<file path="config.mk">
export PLATFORM = sky130hd
export DESIGN_NAME = star_scan_engine_flat
export DESIGN_NICKNAME = d
export VERILOG_FILES = /design/src/rtl/star_scan_engine_if.sv /design/src/rtl/star_scan_engine.sv /design/src/flat_wrapper.sv
export SDC_FILE = /design/constraint.sdc
export NUM_CORES = 1
export LEC_CHECK = 0
export CORE_UTILIZATION = 35
export DETAILED_ROUTE_END_ITERATION = 7
export GPL_ROUTABILITY_DRIVEN = 0
export RECOVER_POWER = 50
export SKIP_LAST_GASP = 1
export SYNTH_ARGS = -nofsm -noshare
export SYNTH_HDL_FRONTEND = slang
export SYNTH_SLANG_ARGS = --single-unit
</file>
<file path="constraint.sdc">
create_clock -name clk -period 4.4 [get_ports clk]
set_input_delay 0.88 -clock clk [delete_from_list [all_inputs] [get_ports clk]]
set_output_delay 0.88 -clock clk [all_outputs]
set_load 0.03 [all_outputs]
</file>
<file path="src/rtl/star_scan_engine_if.sv">
// Pixel-scan bus between the star scan engine, the image RAM read port,
// the scan controller and the downstream star-handling chain.
interface star_scan_engine_if #(
  parameter int X_SZ    = 8,
  parameter int Y_SZ    = 7,
  parameter int ADDR_SZ = 15,
  parameter int COL_SZ  = 3,
  parameter int CNT_SZ  = 8
);
  logic                go;
  logic                load_en;
  logic [X_SZ-1:0]     load_x;
  logic [Y_SZ-1:0]     load_y;
  logic [COL_SZ-1:0]   pix_data;
  logic                star_ack;
  logic                rd_en;
  logic [ADDR_SZ-1:0]  addr_out;
  logic [X_SZ-1:0]     x_out;
  logic [Y_SZ-1:0]     y_out;
  logic                star_found;
  logic                busy;
  logic                scan_done;
  logic [CNT_SZ-1:0]   star_count;

  modport master (
    input  go, load_en, load_x, load_y, pix_data, star_ack,
    output rd_en, addr_out, x_out, y_out, star_found, busy, scan_done, star_count
  );

  modport slave (
    output go, load_en, load_x, load_y, pix_data, star_ack,
    input  rd_en, addr_out, x_out, y_out, star_found, busy, scan_done, star_count
  );
endinterface

</file>
<file path="src/rtl/star_scan_engine.sv">
// Row-major raster scanner: reads every pixel of the region with a fixed
// read latency and stalls on each threshold hit until downstream acknowledges.
module star_scan_engine #(
  parameter int                X_SZ      = 8,
  parameter int                Y_SZ      = 7,
  parameter int                MAX_X     = 160,
  parameter int                MAX_Y     = 120,
  parameter int                ADDR_SZ   = 15,
  parameter int                COL_SZ    = 3,
  parameter logic [COL_SZ-1:0] THRESHOLD = 3'd0,
  parameter logic [COL_SZ-1:0] MASK      = 3'b111,
  parameter int                RD_LAT    = 1,
  parameter int                CNT_SZ    = 8
) (
  input  logic               clk,
  input  logic               reset,
  star_scan_engine_if.master bus
);

  localparam logic [X_SZ-1:0]   LAST_X    = X_SZ'(MAX_X - 1);
  localparam logic [Y_SZ-1:0]   LAST_Y    = Y_SZ'(MAX_Y - 1);
  localparam logic [CNT_SZ-1:0] CNT_MAX   = {CNT_SZ{1'b1}};
  localparam int                WAIT_CYC  = (RD_LAT > 1) ? RD_LAT - 2 : 0;
  localparam logic [1:0]        WAIT_LAST = 2'(WAIT_CYC);

  typedef enum logic [2:0] {
    IDLE  = 3'd0,
    READ  = 3'd1,
    WAIT  = 3'd2,
    CHECK = 3'd3,
    FOUND = 3'd4,
    DONE  = 3'd5
  } state_t;

  state_t              state_r;
  state_t              next_state_s;
  logic [X_SZ-1:0]     x_r;
  logic [Y_SZ-1:0]     y_r;
  logic [CNT_SZ-1:0]   cnt_r;
  logic [1:0]          wait_r;
  logic                hit_s;
  logic                last_s;
  logic                load_ok_s;
  logic                adv_s;

  assign hit_s     = ((bus.pix_data & MASK) > THRESHOLD);
  assign last_s    = (x_r == LAST_X) && (y_r == LAST_Y);
  assign load_ok_s = ({1'b0, bus.load_x} < (X_SZ+1)'(MAX_X)) &&
                     ({1'b0, bus.load_y} < (Y_SZ+1)'(MAX_Y));

  // State register
  always_ff @(posedge clk) begin
    if (reset) begin
      state_r <= IDLE;
    end else begin
      state_r <= next_state_s;
    end
  end

  // Next-state logic
  always_comb begin
    next_state_s = state_r;
    case (state_r)
      IDLE:    if (bus.go) next_state_s = READ; else next_state_s = IDLE;
      READ:    if (RD_LAT > 1) next_state_s = WAIT; else next_state_s = CHECK;
      WAIT:    if (wait_r == WAIT_LAST) next_state_s = CHECK; else next_state_s = WAIT;
      CHECK: begin
        if (hit_s)       next_state_s = FOUND;
        else if (last_s) next_state_s = DONE;
        else             next_state_s = READ;
      end
      FOUND: begin
        if (!bus.star_ack) next_state_s = FOUND;
        else if (last_s)   next_state_s = DONE;
        else               next_state_s = READ;
      end
      DONE:    next_state_s = IDLE;
      default: next_state_s = IDLE;
    endcase
  end

  // The hit pixel is skipped once acknowledged, never re-read
  always_comb begin
    adv_s = 1'b0;
    if (state_r == CHECK && !hit_s && !last_s) begin
      adv_s = 1'b1;
    end else if (state_r == FOUND && bus.star_ack && !last_s) begin
      adv_s = 1'b1;
    end else begin
      adv_s = 1'b0;
    end
  end

  // Scan position, latency counter and saturating hit counter
  always_ff @(posedge clk) begin
    if (reset) begin
      x_r    <= {X_SZ{1'b0}};
      y_r    <= {Y_SZ{1'b0}};
      cnt_r  <= {CNT_SZ{1'b0}};
      wait_r <= 2'd0;
    end else begin
      wait_r <= (state_r == WAIT) ? wait_r + 2'd1 : 2'd0;
      if (state_r == DONE) begin
        x_r <= {X_SZ{1'b0}};
        y_r <= {Y_SZ{1'b0}};
      end else if (adv_s) begin
        if (x_r == LAST_X) begin
          x_r <= {X_SZ{1'b0}};
          y_r <= y_r + Y_SZ'(1);
        end else begin
          x_r <= x_r + X_SZ'(1);
        end
      end else if (state_r == IDLE && bus.load_en && load_ok_s) begin
        x_r <= bus.load_x;
        y_r <= bus.load_y;
      end
      if (state_r == IDLE && bus.go) begin
        cnt_r <= {CNT_SZ{1'b0}};
      end else if (state_r == CHECK && hit_s && cnt_r != CNT_MAX) begin
        cnt_r <= cnt_r + CNT_SZ'(1);
      end
    end
  end

  // Output decode
  always_comb begin
    bus.rd_en      = 1'b0;
    bus.star_found = 1'b0;
    bus.scan_done  = 1'b0;
    bus.busy       = (state_r != IDLE);
    case (state_r)
      READ:    bus.rd_en      = 1'b1;
      FOUND:   bus.star_found = 1'b1;
      DONE:    bus.scan_done  = 1'b1;
      default: bus.rd_en      = 1'b0;
    endcase
  end

  assign bus.addr_out   = ADDR_SZ'(y_r) * ADDR_SZ'(MAX_X) + ADDR_SZ'(x_r);
  assign bus.x_out      = x_r;
  assign bus.y_out      = y_r;
  assign bus.star_count = cnt_r;

endmodule

</file>
<file path="src/flat_wrapper.sv">
// flat-port wrapper written by rule: the top's interface ports become plain ports
module star_scan_engine_flat 
#(
  parameter int                X_SZ      = 8,
  parameter int                Y_SZ      = 7,
  parameter int                MAX_X     = 160,
  parameter int                MAX_Y     = 120,
  parameter int                ADDR_SZ   = 15,
  parameter int                COL_SZ    = 3,
  parameter logic [COL_SZ-1:0] THRESHOLD = 3'd0,
  parameter logic [COL_SZ-1:0] MASK      = 3'b111,
  parameter int                RD_LAT    = 1,
  parameter int                CNT_SZ    = 8
)
  (clk, reset, bus_go, bus_load_en, bus_load_x, bus_load_y, bus_pix_data, bus_star_ack, bus_rd_en, bus_addr_out, bus_x_out, bus_y_out, bus_star_found, bus_busy, bus_scan_done, bus_star_count);
  star_scan_engine_if #(.X_SZ(X_SZ), .Y_SZ(Y_SZ), .ADDR_SZ(ADDR_SZ), .COL_SZ(COL_SZ), .CNT_SZ(CNT_SZ)) bus_i ();
  input  logic clk;
  input  logic reset;
  input wire logic [$bits(bus_i.go)-1:0] bus_go;
  input wire logic [$bits(bus_i.load_en)-1:0] bus_load_en;
  input wire logic [$bits(bus_i.load_x)-1:0] bus_load_x;
  input wire logic [$bits(bus_i.load_y)-1:0] bus_load_y;
  input wire logic [$bits(bus_i.pix_data)-1:0] bus_pix_data;
  input wire logic [$bits(bus_i.star_ack)-1:0] bus_star_ack;
  output wire logic [$bits(bus_i.rd_en)-1:0] bus_rd_en;
  output wire logic [$bits(bus_i.addr_out)-1:0] bus_addr_out;
  output wire logic [$bits(bus_i.x_out)-1:0] bus_x_out;
  output wire logic [$bits(bus_i.y_out)-1:0] bus_y_out;
  output wire logic [$bits(bus_i.star_found)-1:0] bus_star_found;
  output wire logic [$bits(bus_i.busy)-1:0] bus_busy;
  output wire logic [$bits(bus_i.scan_done)-1:0] bus_scan_done;
  output wire logic [$bits(bus_i.star_count)-1:0] bus_star_count;
  assign bus_i.go = bus_go;
  assign bus_i.load_en = bus_load_en;
  assign bus_i.load_x = bus_load_x;
  assign bus_i.load_y = bus_load_y;
  assign bus_i.pix_data = bus_pix_data;
  assign bus_i.star_ack = bus_star_ack;
  assign bus_rd_en = bus_i.rd_en;
  assign bus_addr_out = bus_i.addr_out;
  assign bus_x_out = bus_i.x_out;
  assign bus_y_out = bus_i.y_out;
  assign bus_star_found = bus_i.star_found;
  assign bus_busy = bus_i.busy;
  assign bus_scan_done = bus_i.scan_done;
  assign bus_star_count = bus_i.star_count;
  star_scan_engine #(.X_SZ(X_SZ), .Y_SZ(Y_SZ), .MAX_X(MAX_X), .MAX_Y(MAX_Y), .ADDR_SZ(ADDR_SZ), .COL_SZ(COL_SZ), .THRESHOLD(THRESHOLD), .MASK(MASK), .RD_LAT(RD_LAT), .CNT_SZ(CNT_SZ)) u_core (.clk(clk), .reset(reset), .bus(bus_i));
endmodule
</file>
==> flow_summary.json <==
{
  "grt_pass1_vias": 1921,
  "power_density_mw_per_mm2": 279,
  "io_pins": 65,
  "drtIter0Drc": 108,
  "synth_edf_count": 0,
  "arrival_ns": 3.24,
  "end_kind": "output port",
  "place_hpwl_mm": 4.39,
  "ys_ff_latch": 28,
  "synth_fp_nets": 301,
  "max_freq_mhz": 243,
  "finalClockSkew_ns": 0.00309,
  "insertedDiodeCount": 0,
  "cp_cell_sequence": "ha_1, ha_1, inv_1, fa_1, nor3b_1, nand3b_1, o22ai_1, clkdlybuf4s50_1",
  "critPathRequiredTime_ns": 3.52,
  "clkTransAtPathRegs_ns": 0.11,
  "cts_max_level": 1,
  "post-route-period-util": 0.937,
  "final_hold_viol_count": 0,
  "timing.slew.headroom": 0.0505,
  "synthArstFlopShare": 0,
  "p_total_uw": 812,
  "sw_frac_of_total": 0.356,
  "final_cell_mix": "clkdlybuf4s50_1, dfxtp_1, nor2_1",
  "yosys.area.top_type": "dfxtp_1",
  "syn_area_per_cell_sq_um": 8.70,
  "rows": 28,
  "numCtsBuffers": 3,
  "multi_input_area_sq_mm": 0.00148,
  "ant_nets": 0,
  "grt_pass1_wl_mm": 9.32,
  "critPathLaunchType": "flip-flop",
  "n_fill_cell": 613,
  "p_int_uw": 523,
  "yosysWarnings": 0,
  "synth_top_area_frac": 0.249,
  "setup_viol": 0,
  "hp-class": "reg -> reg",
  "cpMaxStageDelayCell": "clkdlybuf4s50_1",
  "route.vias.total": 2146,
  "setup_tns_ns": 0,
  "rrSetupSlack_ns": 1.55,
  "die_h_microns": 82.2,
  "ir_worst_vdd_uv": 148,
  "p_leak_uw": 0.00112,
  "final_net_count": 359,
  "netlist_top_cells_area": "dfxtp_1, ha_1, xnor2_1, nor2_1, a21oi_1",
  "crit_type": "reg -> out",
  "wire_per_inst_microns": 14.8,
  "core_sq_mm": 0.00606,
  "fin_crit_ns": 4.12,
  "ys_dominant_reg_cell": "dfxtp_1",
  "numClockSinks": 28,
  "post_cts_buffers": 0,
  "critical-path-max-stage-delay_ns": 0.69,
  "rsz0062_at_grt": "false",
  "clkPwrFrac": 0.261,
  "combPwrFrac": 0.370,
  "dieWidth_microns": 82.2,
  "port_buffers": 64,
  "cts_tree": "built",
  "crit_top_cell": "ha_1",
  "drc": 0,
  "finalHoldWorstSlack_ns": 0.436,
  "clkLatencyLatePin_ns": 0.28,
  "ff_latch_area_sq_um": 561,
  "root_buffer": "clkbuf_8",
  "tightest_slew_ns": 1.42,
  "grt_overflow_total": 0,
  "ys_seq_area_frac": 0.249,
  "syn_inst": 259,
  "outcome": "completed",
  "power_frac_seq": 0.369,
  "worst-path-max-fanout": 9,
  "wirelength_mm": 5.79,
  "antenna_found_initial": 0,
  "syn-cell-area_sq_mm": 0.00225,
  "drtPass1Iterations": 4,
  "slew_viol_final": 0,
  "grt_max_degree": 17,
  "dieArea_sq_mm": 0.00676,
  "viasPerCell": 5.49,
  "clockBufferDepth": 2,
  "grt_use_total": 0.179,
  "maxCapViolCount": 0,
  "final_common_cell": "clkdlybuf4s50_1",
  "drive_gt1_frac": 0.0633,
  "initial_utilization": 0.372,
  "area_growth_pct": 29.3,
  "ys_types": 62,
  "power.switching_uw": 289
}
[cell families after synthesis]
family | after synthesis | share of synthesized area
muxes | 4 | 0.0178
xor gates and xnor gates | 20 | 0.0778
AOI/OAI and AO/OA | 72 | 0.251
adders and majority gates | 19 | 0.112
DFF | 28 | 0.249
buffers and inverters | 28 | 0.0683
and+or+nand+nor | 88 | 0.224
[what timing repair did]
action                     4_1_cts  5_1_grt
gates resized for setup          0        1
hold buffers                     0        0
setup endpoints to repair        0        1
[final timing paths]
| path | start | endpoint | cells after the start |
|---|---|---|---|
| setup / recovery | u_core.bus.y_out[3]$_SDFFE_PP0P_ | bus_addr_out[14] | 8 |
| hold / removal | u_core.wait_r[0]$_SDFF_PP0_ | u_core.wait_r[0]$_SDFF_PP0_ | 1 |
| setup reg to reg | u_core.state_r[2]$_SDFF_PP0_ | u_core.bus.y_out[1]$_SDFFE_PP0P_ | 5 |
| hold reg to reg | u_core.wait_r[0]$_SDFF_PP0_ | u_core.wait_r[0]$_SDFF_PP0_ | 1 |
[Yosys cell counts (4+ instances only)]
master,n
a211oi_1,4
a21oi_1,17
a32oi_1,4
buf_4,6
dfxtp_1,28
ha_1,17
inv_1,17
mux2i_1,4
nand2_1,15
nand3_1,7
nand4_1,7
nor2_1,23
nor3_1,6
o21ai_0,11
o22ai_1,7
xnor2_1,11
xor2_1,9
[sequential cells by signal (all words and copies together) (netlist names)]
signal                 count
u_core.bus.star_count      8
u_core.bus.x_out           8
u_core.bus.y_out           7
u_core.state_r             3
u_core.wait_r              2
[power by group through the flow]
stage          Combinational, uW  Clock (uW)  Sequential, uW
6_report                     300         212             300
5_1_grt                      327         225             304
4_1_cts                      310         218             301
3_5_place_dp                 309           0             307
3_3_place_gp                 309           0             306
2_1_floorplan                179           0             323
[through the flow]
| step | std cells | setup slack, ns | util | instance area [sq um] |
|---|---|---|---|---|
| after floorplan | 259 | 0.889 | - | 2250 |
| after global placement | 387 | 0.661 | 0.478 | 2900 |
| after detailed placement | 387 | 0.543 | 0.478 | 2900 |
| after CTS | 391 | 0.211 | 0.490 | 2970 |
| after global routing | 391 | 0.0632 | 0.480 | 2910 |
| final | 391 | 0.279 | 0.480 | 2910 |
[cell type report]
class	instances	area share
Clock buffer	3	0.0142
Multi-Input combinational cell	203	0.509
Clock inverter	1	0.0103
Tap cell	75	0.0322
Timing Repair Buffer	64	0.220
Sequential cell	28	0.193
Inverter	17	0.0219
[layer usage]
layer / up-vias / track usage / part of all wire
met1: 1009 / 0.244 / 0.47
met5: - / 0 / 0
met3: 2 / 0.0374 / 0.066
met2: 66 / 0.294 / 0.46
li1: 1069 / - / -
met4: 0 / 0.0316 / 0.0040
[critical path, delay by kind of cell (launching register included)]
kind                     cells  cell delay, ns
AO/OA/AOI/OAI                1            0.19
AND/OR/NAND/NOR              2            0.53
adder cells (fa/ha/maj)      3            0.97
buffers and inverters        2            0.76
flip-flops                   1            0.50
Note: power is estimated with default switching activity, not from simulation.
